### src/rtl/handshake_sender.sv
// Transmit side of a 4-phase bundled-data req/ack link; tx_ack is synchronized before use.
// Optional build macro HS_TIMEOUT_EN adds a REQ/RELEASE watchdog and a timeout_err pulse.
module handshake_sender #(
   parameter int SIZE         = 8,
   parameter int SYNC_STAGES  = 2,
   parameter int SETUP_CYCLES = 1
`ifdef HS_TIMEOUT_EN
   ,
   parameter int TIMEOUT_CYCLES = 1024
`endif
) (
   input  logic            clk,
   input  logic            reset,
   input  logic [SIZE-1:0] in_data,
   input  logic            in_valid,
   output logic            in_ready,
   output logic [SIZE-1:0] tx_data,
   output logic            tx_req,
   input  logic            tx_ack,
   output logic            busy,
   output logic            done
`ifdef HS_TIMEOUT_EN
   ,
   output logic            timeout_err
`endif
);

   localparam int SW = (SETUP_CYCLES > 1) ? $clog2(SETUP_CYCLES) : 1;
   localparam logic [SW-1:0] SETUP_LAST = SW'(SETUP_CYCLES - 1);

   localparam logic [1:0] IDLE    = 2'd0;
   localparam logic [1:0] SETUP   = 2'd1;
   localparam logic [1:0] REQ     = 2'd2;
   localparam logic [1:0] RELEASE = 2'd3;

   logic [1:0]             state;
   logic [SYNC_STAGES-1:0] sync;
   logic                   ack_s;
   logic [SW-1:0]          setup_cnt;
   logic                   to_hit;

   // tx_ack is asynchronous; only the last flop of this chain feeds the FSM
   always_ff @(posedge clk or negedge reset) begin
      if (!reset) sync <= '0;
      else        sync <= {sync[SYNC_STAGES-2:0], tx_ack};
   end

   assign ack_s    = sync[SYNC_STAGES-1];
   assign in_ready = (state == IDLE);
   assign busy     = ~in_ready;

`ifdef HS_TIMEOUT_EN
   localparam int TW = (TIMEOUT_CYCLES > 1) ? $clog2(TIMEOUT_CYCLES) : 1;
   localparam logic [TW-1:0] TO_LAST = TW'(TIMEOUT_CYCLES - 1);

   logic [TW-1:0] to_cnt;

   // a normal ack transition in the same cycle takes priority over the watchdog
   assign to_hit = ((state == REQ && !ack_s) || (state == RELEASE && ack_s)) &&
                   (to_cnt == TO_LAST);

   always_ff @(posedge clk or negedge reset) begin
      if (!reset) begin
         to_cnt      <= '0;
         timeout_err <= 1'b0;
      end else begin
         timeout_err <= to_hit;
         if (state == IDLE || state == SETUP || (state == REQ && ack_s))
            to_cnt <= '0;
         else
            to_cnt <= to_cnt + 1'b1;
      end
   end
`else
   assign to_hit = 1'b0;
`endif

   always_ff @(posedge clk or negedge reset) begin
      if (!reset) begin
         state     <= IDLE;
         tx_req    <= 1'b0;
         tx_data   <= '0;
         done      <= 1'b0;
         setup_cnt <= '0;
      end else begin
         done <= 1'b0;
         case (state)
            IDLE: begin
               if (in_valid) begin
                  tx_data   <= in_data;
                  setup_cnt <= '0;
                  state     <= SETUP;
               end
            end
            SETUP: begin
               // a stale ack from the previous transfer holds us here until it clears
               if (setup_cnt == SETUP_LAST && !ack_s) begin
                  tx_req <= 1'b1;
                  state  <= REQ;
               end else if (setup_cnt != SETUP_LAST) begin
                  setup_cnt <= setup_cnt + 1'b1;
               end
            end
            REQ: begin
               if (ack_s) begin
                  tx_req <= 1'b0;
                  state  <= RELEASE;
               end else if (to_hit) begin
                  tx_req <= 1'b0;
                  state  <= IDLE;
               end
            end
            RELEASE: begin
               if (!ack_s) begin
                  done  <= 1'b1;
                  state <= IDLE;
               end else if (to_hit) begin
                  state <= IDLE;
               end
            end
            default: state <= IDLE;
         endcase
      end
   end

endmodule

### config.mk
export PLATFORM = sky130hd
export DESIGN_NAME = handshake_sender
export DESIGN_NICKNAME = d
export VERILOG_FILES = /design/src/rtl/handshake_sender.sv
export SDC_FILE = /design/constraint.sdc
export NUM_CORES = 1
export LEC_CHECK = 0
export CORE_UTILIZATION = 44
export DETAILED_ROUTE_END_ITERATION = 10
export GPL_ROUTABILITY_DRIVEN = 0
export PLACE_DENSITY = 0.81
export SLEW_MARGIN = 10
export SYNTH_ARGS = -nofsm -noshare
export SYNTH_HDL_FRONTEND = slang
export SYNTH_SLANG_ARGS = --single-unit
### constraint.sdc
create_clock -name clk -period 2.9 [get_ports clk]
set_input_delay 0.58 -clock clk [delete_from_list [all_inputs] [get_ports clk]]
set_output_delay 0.58 -clock clk [all_outputs]
set_load 0.02 [all_outputs]
==> qor.yml <==
timing:
  rsz0062_at_grt: "no"
  slew_headroom_pct: 58.7
  period_share_pct: 79.3
  skew_ns: 0.00672
  setup_viol: 0
  final_hold_viol_count: 0
  timing.fmax_ghz: 0.435
  tightest_slew_ns: 0.618
  setup_tns_ns: 0
  fin_crit_ns: 2.30
  maxSlewViolCount: 0
clock_tree:
  cts_resized: 0
  post-cts-setup-buffer-count: 0
  cts.sinks: 14
  path_clk_slew_ns: 0.07
  root_buffer: "clkbuf_4"
  cts_made_buffers: 3
  insertion_delay_ns: 0.27
  htreeDepth: 1
  cts_tree: "done"
  hold_buffers: 0
  clk_path_buf_depth: 2
critical_path:
  arrival_ns: 1.72
  critPathMaxFanout: 5
  max_stage_delay_ns: 0.61
  end_kind: "output port"
  cpMostUsedCell: "inv_1"
  path_cells: "inv_1 -> ha_1 -> inv_1 -> clkdlybuf4s50_1"
  cpMaxStageDelayCell: "clkdlybuf4s50_1"
  required_ns: 2.32
  critPathLaunchType: "flip-flop"
  crit_type: "flip-flop to output port"
synthesis:
  syn_inst: 43
  syn_nets: 60
  synth_edf_count: 0
  synth_largest_area_cell: "dfrtp_1"
  ys.warnings.count: 0
  ys_types: 16
  ys.flop_type: "dfrtp_1"
  syn_area_per_cell_um2: 14.3
  ys_ff_latch: 14
  netlist_area_um2: 614
  synthTopCellsByCount: "dfrtp_1 (14), mux2_2 (8), ha_1 (5)"
  synth_area_leaders: "dfrtp_1 (57%), mux2_2 (15%), ha_1 (10%)"
  synthArstFlopShare_pct: 100
  synth_top_area_share_pct: 57.0
  synth.most_common_cell: "dfrtp_1"
  yosysSeqAreaShare_pct: 57.0
worst_hold_path:
  min_path_type: "flip-flop to flip-flop"
floorplanning:
  ios: 24
  core_area_um2: 1300
  start_util_pct: 47.2
  die_area_um2: 1550
  die_width_um: 39.4
  dieHeight_um: 39.4
  rows: 13
place:
  hpwl_um: 809
  io_buffers: 23
  dp_cells: 81
flow_run:
  drv_cap: 0
power:
  vdd_drop_max_mv: 0.631
  p_per_area_nw_per_um2: 1100
  p_leak_nw: 0.397
status:
  status: "completed"
routing:
  ant_nets: 0
  drtPass1Iterations: 2
  post_drt_wl_per_cell_um: 11.9
  route.final.wire_length_um: 1010
  drc_errors: 0
  via_count: 417
  routed_via_density: 4.91
  drtIter0Drc: 3
global_route:
  grt_overflow_total: 0
  grt_pass1_vias: 408
  grt_start_max_net_pins: 15
  grt_pass1_wl_um: 1620
  track_usage_pct: 16.6
  antenna_found_initial: 0
layout:
  area_growth_pct: 46.4
  num_antenna_cells: 0
  final_layout_size_suffix_gt1_share_pct: 24.3
  final_cells: 85
  layout.nets: 88
## cell families after synthesis
group	share of synthesized area (%)
compound gates	7.53
simple gates	4.07
flops	57.0
mux	18.7
buf+inv	2.44
fa+ha+maj	10.2
## worst paths after layout
path | startpoint | endpoint | slack, ns | cells after the start
max in group asynchronous | reset | sync[0]$_DFF_PN0_ | 1.81 | 1
min in group asynchronous | reset | tx_data[1]$_DFFE_PN0P_ | 0.68 | 1
worst min register to register | sync[0]$_DFF_PN0_ | sync[1]$_DFF_PN0_ | 0.37 | 0
worst max-delay path | state[1]$_DFFE_PN0P_ | busy | 0.60 | 4
worst min-delay path | sync[0]$_DFF_PN0_ | sync[1]$_DFF_PN0_ | 0.37 | 0
worst max register to register | state[0]$_DFFE_PN0P_ | state[1]$_DFFE_PN0P_ | 1.39 | 5
## state kept, by name, summed over array words and instances, names as in the netlist
register,cells
tx_data,8
state,2
sync,2
done,1
tx_req,1
## layout by cell type (no fill, tap or decap)
master / n
ha_1: 5
mux2_2: 8
nor2b_1: 1
a21boi_0: 1
clkdlybuf4s50_1: 23
a21oi_1: 1
mux2i_1: 1
mux2_4: 1
nor2_1: 1
nand2_1: 1
clkbuf_8: 1
o21ai_2: 1
clkbuf_4: 3
nand2_2: 1
dfrtp_1: 14
inv_1: 4
o221ai_2: 1
nand3_1: 1
o21ba_2: 1
## worst max-delay path: cells and delay by family (launching register included)
family | cells | cell delay, ns
adders and majority gates | 1 | 0.23
buffers and inverters | 3 | 0.81
DFF | 1 | 0.41
## power breakdown
| part | switching [mW] | internal [mW] | total (mW) |
|---|---|---|---|
| clock | 0.0581 | 0.0763 | 0.134 |
| sequential | 0.0436 | 0.277 | 0.320 |
| combinational | 0.247 | 0.290 | 0.536 |
## routing by layer
metal / GRT usage, % / wire [um]
met3: 10.2 / 58
met5: 0 / 0
met2: 25.8 / 526
met1: 18.6 / 406
met4: 5.17 / 19
## final cells by class
type                       instances  area [um2]
sequential                        14         350
timing repair buffer              23         230
multi-input combinational         25         249
clock buffer                       4        36.3
tap                               15        18.8
inverter                           4        15.0
fill                             102         402
## stage by stage
| step | cell area, um2 | hold slack, ns | util [%] | power (mW) | worst slack [ns] |
|---|---|---|---|---|---|
| 2_1_floorplan | 614 | 0.284 | - | 0.652 | 1.23 |
| 3_3_place_gp | 863 | 0.331 | 66.3 | 0.856 | 0.943 |
| 3_5_place_dp | 863 | 0.350 | 66.3 | 0.868 | 0.883 |
| 4_1_cts | 900 | 0.368 | 69.1 | 1.01 | 0.570 |
| 5_1_grt | 900 | 0.381 | 69.1 | 1.07 | 0.473 |
| 6_report | 900 | 0.365 | 69.1 | 0.991 | 0.599 |
Note: power is estimated with default switching activity, not from simulation.
